**src/rtl/minterm_pkg.sv**
```systemverilog
// minterm_pkg: shared types and limits for the minterm sweeper block.
package minterm_pkg;

   localparam int MAX_N_IN = 8;

   typedef enum logic {
      IDLE  = 1'b0,
      SWEEP = 1'b1
   } state_t;

endpackage

```
**src/rtl/minterm_lut.sv**
```systemverilog
// minterm_lut: truth-table register with one write port and two
// combinational read ports (point evaluation and sweep index).
module minterm_lut #(
   parameter  int N_IN  = 2,
   localparam int TBL_W = 2**N_IN
) (
   input  logic             clk,
   input  logic             rst_n,
   input  logic             we,
   input  logic [TBL_W-1:0] din,
   input  logic [N_IN-1:0]  eval_x,
   input  logic [N_IN-1:0]  sweep_x,
   output logic             eval_f,
   output logic             sweep_f
);

   logic [TBL_W-1:0] tbl;

   // Table register; the caller gates we so the table is frozen while sweeping.
   always_ff @(posedge clk) begin
      if (!rst_n) tbl <= '0;
      else if (we) tbl <= din;
   end

   assign eval_f  = tbl[eval_x];
   assign sweep_f = tbl[sweep_x];

endmodule

```
**src/rtl/minterm_sweeper.sv**
```systemverilog
// minterm_sweeper: programmable N-input truth-table evaluator with a
// one-cycle point-evaluation path and a valid/ready full-table sweep.
// Optional feature: define MINTERM_COUNT_EN to add the ones_cnt counter.
module minterm_sweeper
   import minterm_pkg::*;
#(
   parameter  int N_IN  = 2,
   localparam int TBL_W = 2**N_IN
) (
   input  logic             clk,
   input  logic             rst_n,
   input  logic             tbl_we,
   input  logic [TBL_W-1:0] tbl_in,
   input  logic             eval_valid,
   input  logic [N_IN-1:0]  eval_x,
   output logic             eval_f_valid,
   output logic             eval_f,
   input  logic             sweep_start,
   output logic             busy,
   output logic             out_valid,
   input  logic             out_ready,
   output logic [N_IN-1:0]  out_x,
   output logic             out_f,
   output logic             out_last
`ifdef MINTERM_COUNT_EN
   ,
   output logic [N_IN:0]    ones_cnt
`endif
);

   if (N_IN < 1 || N_IN > MAX_N_IN) begin : g_bad_n_in
      $error("minterm_sweeper: N_IN out of range 1..%0d", MAX_N_IN);
   end

   state_t          state;
   logic [N_IN-1:0] idx;
   logic            lut_eval_f;
   logic            lut_sweep_f;
   logic            xfer;
   logic            at_last;

   minterm_lut #(.N_IN(N_IN)) u_lut (
      .clk     (clk),
      .rst_n   (rst_n),
      .we      (tbl_we && (state == IDLE)),
      .din     (tbl_in),
      .eval_x  (eval_x),
      .sweep_x (idx),
      .eval_f  (lut_eval_f),
      .sweep_f (lut_sweep_f)
   );

   assign busy      = (state == SWEEP);
   assign at_last   = (idx == '1);
   assign out_valid = busy;
   assign out_x     = idx;
   assign out_f     = busy & lut_sweep_f;
   assign out_last  = busy & at_last;
   assign xfer      = out_valid & out_ready;

   // Eval path: registered read of the pre-edge table, value held when idle.
   always_ff @(posedge clk) begin
      if (!rst_n) begin
         eval_f_valid <= 1'b0;
         eval_f       <= 1'b0;
      end else begin
         eval_f_valid <= eval_valid;
         if (eval_valid) eval_f <= lut_eval_f;
      end
   end

   // Sweep FSM and index counter; index advances only on an accepted beat.
   always_ff @(posedge clk) begin
      if (!rst_n) begin
         state <= IDLE;
         idx   <= '0;
      end else begin
         case (state)
            IDLE: begin
               if (sweep_start) begin
                  state <= SWEEP;
                  idx   <= '0;
               end
            end
            SWEEP: begin
               if (xfer) begin
                  if (at_last) begin
                     state <= IDLE;
                     idx   <= '0;
                  end else begin
                     idx <= idx + N_IN'(1);
                  end
               end
            end
            default: begin
               state <= IDLE;
               idx   <= '0;
            end
         endcase
      end
   end

`ifdef MINTERM_COUNT_EN
   // Count true minterms delivered in the current sweep; holds afterwards.
   always_ff @(posedge clk) begin
      if (!rst_n) begin
         ones_cnt <= '0;
      end else if (state == IDLE) begin
         if (sweep_start) ones_cnt <= '0;
      end else if (xfer && lut_sweep_f) begin
         ones_cnt <= ones_cnt + (N_IN+1)'(1);
      end
   end
`endif

endmodule

```
**config.mk**
```make
export PLATFORM = sky130hd
export DESIGN_NAME = minterm_sweeper
export DESIGN_NICKNAME = d
export VERILOG_FILES = /design/src/rtl/minterm_pkg.sv /design/src/rtl/minterm_lut.sv /design/src/rtl/minterm_sweeper.sv
export SDC_FILE = /design/constraint.sdc
export NUM_CORES = 1
export LEC_CHECK = 0
export BUFFER_PORTS_ARGS = -buffer_cell sky130_fd_sc_hd__buf_2
export CAP_MARGIN = 10
export CORE_AREA = 2 2 39 41
export CTS_CLUSTER_SIZE = 20
export DETAILED_ROUTE_END_ITERATION = 8
export DIE_AREA = 0 0 41 43
export GPL_TIMING_DRIVEN = 0
export PLACE_DENSITY = 0.59
export SETUP_SLACK_MARGIN = 0.3
export SLEW_MARGIN = 30
export SYNTH_ARGS = -nofsm -noshare
export SYNTH_HDL_FRONTEND = slang
export SYNTH_SLANG_ARGS = --single-unit
```
**constraint.sdc**
```tcl
create_clock -name clk -period 2 [get_ports clk]
set_input_delay 0.4 -clock clk [delete_from_list [all_inputs] [get_ports clk]]
set_output_delay 0.4 -clock clk [all_outputs]
set_load 0.01 [all_outputs]
```
* Yosys cells after proc, flatten, opt, wreduce, memory -nomap -nowiden *
Index checks and enable logic that the tools add are counted.

operators by class
  add/sub/neg operators = 1
  magnitude comparators = 2
  equal/unequal tests = 3
  multiplexer cells = 12
  bitwise operators = 4
  reductions and logical operators = 2

operators by type and width
  operator                                                                 count
  2-bit by 3-bit < comparator with 1-bit output, second input constant     2
  2-bit 2-to-1 mux                                                         3
  1-bit 2-to-1 mux                                                         5
  1-bit binary-select mux with 2-bit select                                2
  2-bit case mux with 2 select lines                                       1
  1-bit bitwise AND                                                        3
  2-bit by 1-bit adder with 2-bit output, second input constant            1
  2-bit equality test, second input constant                               1
  2-bit by 1-bit inequality test with 1-bit output, second input constant  1
  2-bit inequality test, second input constant                             1
  1-bit case mux with 2 select lines                                       1
  2-bit AND reduction                                                      1
  1-bit logical AND                                                        1
  1-bit inverter                                                           1

storage, ports and cells
  register bits = 9
  input port bits = 12
  output and inout bits = 8
  logic and storage cells = 29

* Longest topological paths before layout *
Gate-level depths: netlist (run 1).

  word-level depth = 4
  depth in mapped cells = 5
  depth with buffers taken out = 3

* By module *
From an unflattened synthesis (run 1), not the netlist that was laid out.

second synthesis, totals
  cell total of the unflattened synthesis = 37
  area total of the unflattened synthesis = 437.9 um^2

modules (own cells, without submodules)
  module           times used  cells each  area an instance (um^2)
  minterm_sweeper  1           22          242.7
  minterm_lut      1           15          195.2

* Worst setup path after synthesis (run 1) *
OpenSTA, ideal clock, no wires.

  path type = reg2out
  start point = register idx[0] (netlist: out_x[0])
  end point = output out_f
  data arrival time = 1118 ps
  required time = 1600 ps
  path slack = 482 ps
  cell stages (with the launch flop) = 3
  path buffers = 0
  cell sequence = dfxtp_1 > mux4_2 > and2_1

between the ends
  cells in the longest elaborated chain, start to end = 3

ends and longest elaborated chain
  what                                       line                   text
  start, declared                            minterm_sweeper.sv:36  logic [N_IN-1:0] idx;
  start signal, assigned                     minterm_sweeper.sv:91  idx <= idx + N_IN'(1);
  1-bit binary-select mux with 2-bit select  minterm_lut.sv:26      assign sweep_f = tbl[sweep_x];
  1-bit 2-to-1 mux (implied by the code)     minterm_lut.sv:26
  1-bit bitwise AND                          minterm_sweeper.sv:57  assign out_f = busy & lut_sweep_f;
  end, declared                              minterm_sweeper.sv:23  output logic out_f,

Every way passes these cells. The select of a mux whose other input is x is not followed.

* Worst setup path in the final report (run 1) *
Same ends and word-level chain as after synthesis.

==> results.sh, run 1 <==
export IMPL_critPathKind="reg -> out"
export IMPL_cap_violations=0
export IMPL_drt_iter0_drc=0
export IMPL_vias=339
export IMPL_crit_fanout=2
export IMPL_fin_skew_ns=0.001178
export IMPL_place_gp_congestion=0.7702
export IMPL_seq_power_share=0.490
export IMPL_leakage_nw=0.2740
export IMPL_clkPwrFrac=0.354
export IMPL_cts_tree="built"
export IMPL_irDropWorstVdd_v=0.0002578
export IMPL_dieWidth_um=41
export IMPL_wl_per_cell_um=10.34
export IMPL_yosysMostFrequentCell="dfxtp_1"
export IMPL_seq_area_frac_synth=0.4299
export IMPL_overflow=0
export IMPL_async_reset_ff_frac=0
export IMPL_core_area_sq_um=1384
export IMPL_antenna_found_initial=0
export IMPL_combPwrFrac=0.156
export IMPL_grt_pass1_wl_mm=1.152
export IMPL_synthesis_area_sq_um=419.2
export IMPL_cp_arrival_ns=1.34
export IMPL_place_inst=72
export IMPL_layout_area_seq_sq_um=181.4
export IMPL_setup_slack_ns=0.2626
export IMPL_drc=0
export IMPL_wirelength_um=796
export IMPL_synthCells=37
export IMPL_grt_use_total=0.1093
export IMPL_p_int_mw=0.3021
export IMPL_drive_above_1_share=0.5082
export IMPL_cts_buffer_depth=2
export IMPL_worst_ep_required_time_ns=1.60
export IMPL_setup_tns_ns=0
export IMPL_p_switching_mw=0.09513
export IMPL_port_buffers=19
export IMPL_outcome="finished clean"
export IMPL_swShare=0.2395
export IMPL_slew_violations=0
export IMPL_synth_largest_area_cell="dfxtp_1"
export IMPL_multi_input_area_sq_um=224.0
export IMPL_cts_buffers=3
export IMPL_synth_top_area_share=0.4299
export IMPL_fillers=149
export IMPL_reg2reg_slack_ns=0.85
export IMPL_clock_sinks=9
export IMPL_power_density_nw_per_um2=687.3
export IMPL_cts_reportedPaths_clkPinSlew_ns=0.06
export IMPL_die_y_um=43
export IMPL_antenna_left=0
export IMPL_final_hold_viol_count=0
export IMPL_synth_common_cells="dfxtp_1 (9), mux2i_1 (6), nor2b_1 (6)"
export IMPL_synth_ff_type="dfxtp_1"
export IMPL_vias_per_cell=4.403
export IMPL_dr_pass1_iters=1
export IMPL_synthTopCellsByArea="dfxtp_1 (43%), mux2i_1 (14%), mux4_2 (11%)"
export IMPL_endpoint_kind="output port"
export IMPL_ys_types=15
export IMPL_grt_max_degree=10
export IMPL_synth_fp_nets=50
export IMPL_synth_warnings=0
export IMPL_synth_seq_cells=9
export IMPL_design_area_sq_um=578.1
export IMPL_setup_violations=0
export IMPL_cts_root_buffer="clkbuf_4"
export IMPL_synth_edf_count=0
export IMPL_start_util=0.3029
export IMPL_slew_headroom=0.8773
export IMPL_start_kind="flop"
export IMPL_max_freq_ghz=0.5756
export IMPL_io_pins=20
export IMPL_final_nets=75
export IMPL_post_place_ws_ns=0.4058
export IMPL_dieArea_sq_um=1763
export IMPL_instances_no_fill=77
export IMPL_min_period_over_period=0.8687
export IMPL_rows=14
export IMPL_rsz0062_at_grt="yes"
export IMPL_htree_levels=1
export IMPL_clk_latency_ns=0.26
export IMPL_tightestPinTransition_ns=0.1789
export IMPL_syn_avg_cell_area_sq_um=11.33
export IMPL_hold_class="in -> reg"
export IMPL_min_period_ns=1.737
export IMPL_grt_pass1_vias=263
export IMPL_post_dp_cell_area_sq_um=534.3
export IMPL_area_growth_pct=37.91
export IMPL_n_antenna_cell=0
export IMPL_timing_hold_ws_ns=0.3711
## stage by stage
step	total power, mW	util
2_1_floorplan	0.2336	-
3_3_place_gp	0.2576	0.3861
3_5_place_dp	0.2586	0.3861
4_1_cts	0.4044	0.4114
5_1_grt	0.4290	0.4177
6_report	0.3973	0.4177
## cell usage in the layout, fill, tap and decap left out, drive strengths merged
cell type  Yosys  routed
buf            1      21
dfxtp          9       9
nor2b          7       7
mux2i          6       6
clkbuf         2       6
and2           3       3
mux4           2       2
a32oi          1       1
nand2          1       1
nand3b         1       1
a21boi         1       1
o21ai          1       1
a31oi          1       1
ha             1       1
## registers in the layout, summed over array words and instances (netlist names)
signal / cells
out_x: 2
busy: 1
eval_f: 1
u_lut.tbl: 4
eval_f_valid: 1
## cells by family (layout without fill, tap and decap cells)
family | after synthesis | after routing | synth area share
buf+inv | 3 | 27 | 0.04180
mux | 8 | 8 | 0.2507
fa+ha+maj | 1 | 1 | 0.02985
simple gates | 12 | 12 | 0.1821
flops | 9 | 9 | 0.4298
compound gates | 4 | 4 | 0.06568
## layout make-up
cell class | instances | share of cell area
well taps | 16 | 0.03463
clock buffers | 4 | 0.04545
repair buffers | 20 | 0.1883
multi-input cells | 25 | 0.3874
flip-flops and latches | 9 | 0.3139
plain buffers | 3 | 0.03030
## timing repair
item,4_1_cts,5_1_grt
setup endpoints to repair,1,1
hold buffers,0,0
gates resized for setup,1,2
pin swaps,1,0
buffers inserted,1,0
gates cloned,0,0
## critical path, cell delays in order (launching register included)
cell	delay [ns]
dfxtp_2	0.33
mux4_2	0.49
and2_4	0.15
buf_6	0.11
## routing by layer
layer,wire length (um),track usage,vias up
met1,383,0.1386,146
met2,332,0.1219,14
met4,19,0.1200,0
li1,-,-,177
met5,0,0,-
met3,61,0.04712,2
## power by group through the flow
stage          Clock (mW)  Sequential (mW)  Combinational, mW
2_1_floorplan           0            0.200             0.0333
3_3_place_gp            0            0.199             0.0587
3_5_place_dp            0            0.199             0.0593
4_1_cts             0.148            0.195             0.0617
5_1_grt             0.164            0.196             0.0686
6_report            0.141            0.195             0.0621
## path summary, 6_finish.rpt
path,startpoint,endpoint,cells past startpoint
max,out_x[0]$_SDFFE_PN0P_,out_f,3
min,eval_valid,eval_f_valid$_SDFF_PN0_,2
max reg2reg,busy$_SDFF_PN0_,u_lut.tbl[0]$_SDFFE_PN0P_,5
min reg2reg,eval_f$_SDFFE_PN0P_,eval_f$_SDFFE_PN0P_,2
(Power assumes the default switching activity.)
==> run 2, diff against run 1 <==
Settings changed: PLACE_DENSITY 0.59 to default.
==> results.sh, run 2 (same netlist as run 1, synthesis figures left out) <==
export IMPL_post_place_ws_ns=0.4086
export IMPL_drc=0
export IMPL_p_switching_mw=0.09803
export IMPL_antenna_left=0
export IMPL_overflow=0
export IMPL_setup_tns_ns=0
export IMPL_wirelength_um=769
export IMPL_endpoint_kind="output port"
export IMPL_grt_use_total=0.1071
export IMPL_multi_input_area_sq_um=221.5
export IMPL_n_antenna_cell=0
export IMPL_vias_per_cell=4.416
export IMPL_worst_ep_required_time_ns=1.60
export IMPL_cts_root_buffer="clkbuf_4"
export IMPL_final_cell_mix="buf_2 (19), dfxtp_1 (8), mux2i_1 (6), nor2b_1 (6)"
export IMPL_drt_iter0_drc=5
export IMPL_slowest_stage="mux4_2"
export IMPL_clock_sinks=9
export IMPL_start_util=0.3029
export IMPL_worstPathCellList="mux4_2, and2_1, buf_2"
export IMPL_swShare=0.2482
export IMPL_irDropWorstVdd_v=0.0002537
export IMPL_core_area_sq_um=1384
export IMPL_layout_commonest_cell="buf_2"
export IMPL_outcome="finished clean"
export IMPL_leakage_nw=0.2749
export IMPL_io_pins=20
export IMPL_crit_fanout=2
export IMPL_grt_pass1_wl_mm=1.255
export IMPL_setup_violations=0
export IMPL_tightestPinTransition_ns=0.1765
export IMPL_cts_buffers=3
export IMPL_fillers=146
export IMPL_rsz0062_at_grt="yes"
export IMPL_layout_area_seq_sq_um=183.9
export IMPL_drive_above_1_share=0.5082
export IMPL_seq_power_share=0.490
export IMPL_vias=340
export IMPL_hold_class="in -> reg"
export IMPL_wl_per_cell_um=9.987
export IMPL_combPwrFrac=0.152
export IMPL_dieWidth_um=41
export IMPL_max_freq_ghz=0.5706
export IMPL_place_gp_congestion=0.7109
export IMPL_fin_skew_ns=0.002957
export IMPL_start_kind="flop"
export IMPL_largest_register_ffs=4
export IMPL_grt_max_degree=10
export IMPL_p_int_mw=0.2970
export IMPL_min_period_ns=1.752
export IMPL_dr_pass1_iters=4
export IMPL_cp_arrival_ns=1.35
export IMPL_cp_slowest_stage_delay_ns=0.47
export IMPL_cap_violations=0
export IMPL_cts_tree="built"
export IMPL_rows=14
export IMPL_final_nets=75
export IMPL_top_register="u_lut.tbl"
export IMPL_slew_headroom=0.8790
export IMPL_setup_slack_ns=0.2475
export IMPL_cts_reportedPaths_clkPinSlew_ns=0.07
export IMPL_dieArea_sq_um=1763
export IMPL_antenna_found_initial=0
export IMPL_htree_levels=1
export IMPL_final_hold_viol_count=0
export IMPL_clkPwrFrac=0.357
export IMPL_grt_pass1_vias=308
export IMPL_cts_buffer_depth=2
export IMPL_die_y_um=43
export IMPL_min_period_over_period=0.8762
export IMPL_slew_violations=0
export IMPL_finalPower_mw=0.3950
export IMPL_clk_latency_ns=0.26
export IMPL_power_density_nw_per_um2=689.3
export IMPL_port_buffers=19
export IMPL_critPathKind="reg -> out"
export IMPL_dpl_hpwl_um=599.6
export IMPL_area_growth_pct=36.72
[run 2: path summary, 6_finish.rpt]
check	startpoint	to	slack (ns)	depth (start not counted)
worst max-delay path	out_x[0]$_SDFFE_PN0P_	out_f	0.25	3
worst min-delay path	eval_valid	eval_f_valid$_SDFF_PN0_	0.36	2
worst max register to register	busy$_SDFF_PN0_	u_lut.tbl[3]$_SDFFE_PN0P_	0.86	5
worst min register to register	eval_f$_SDFFE_PN0P_	eval_f$_SDFFE_PN0P_	0.52	2
[run 2: worst max-delay path: cells and delay by family, from the launching register on]
family | cells | cell delay, ns
multiplexers | 1 | 0.47
flip-flops | 1 | 0.35
AND/OR/NAND/NOR | 1 | 0.14
buffers and inverters | 1 | 0.13
[run 2: final cells by class]
| type | instances | area share |
|---|---|---|
| Buffer | 3 | 0.03057 |
| Timing Repair Buffer | 20 | 0.1790 |
| Tap cell | 16 | 0.03493 |
| Clock inverter | 1 | 0.008734 |
| Clock buffer | 3 | 0.03930 |
| Multi-Input combinational cell | 25 | 0.3865 |
| Sequential cell | 9 | 0.3210 |
[run 2: what timing repair did]
item	4_1_cts	5_1_grt
resized for setup	2	0
endpoints found under the setup margin	1	1
hold buffers	0	0
cloned	0	0
buffers inserted	1	0
pin swaps	1	0
[run 2: per-stage QoR]
step	hold slack [ns]	area, sq um	util	std cells
final	0.3648	573.1	0.4141	77
after global routing	0.3584	573.1	0.4141	77
after CTS	0.3550	573.1	0.4141	77
after detailed placement	0.5110	534.3	0.3861	72
after global placement	0.4961	534.3	0.3861	72
after floorplan	0.4943	419.2	-	37
[run 2: power groups by stage]
| stage | clock, mW | combinational, mW | sequential (mW) |
|---|---|---|---|
| after floorplan | 0 | 0.0333 | 0.200 |
| after global placement | 0 | 0.0582 | 0.199 |
| after detailed placement | 0 | 0.0585 | 0.199 |
| after CTS | 0.149 | 0.0607 | 0.194 |
| after global routing | 0.152 | 0.0678 | 0.195 |
| final | 0.141 | 0.0602 | 0.194 |
[run 2: routing by layer]
layer  vias up  GRT usage  wire (um)
met4         0    0.08000          8
met1       145     0.1410        349
li1        179          -          -
met3         2    0.03141         53
met5         -          0          0
met2        14     0.1406        357
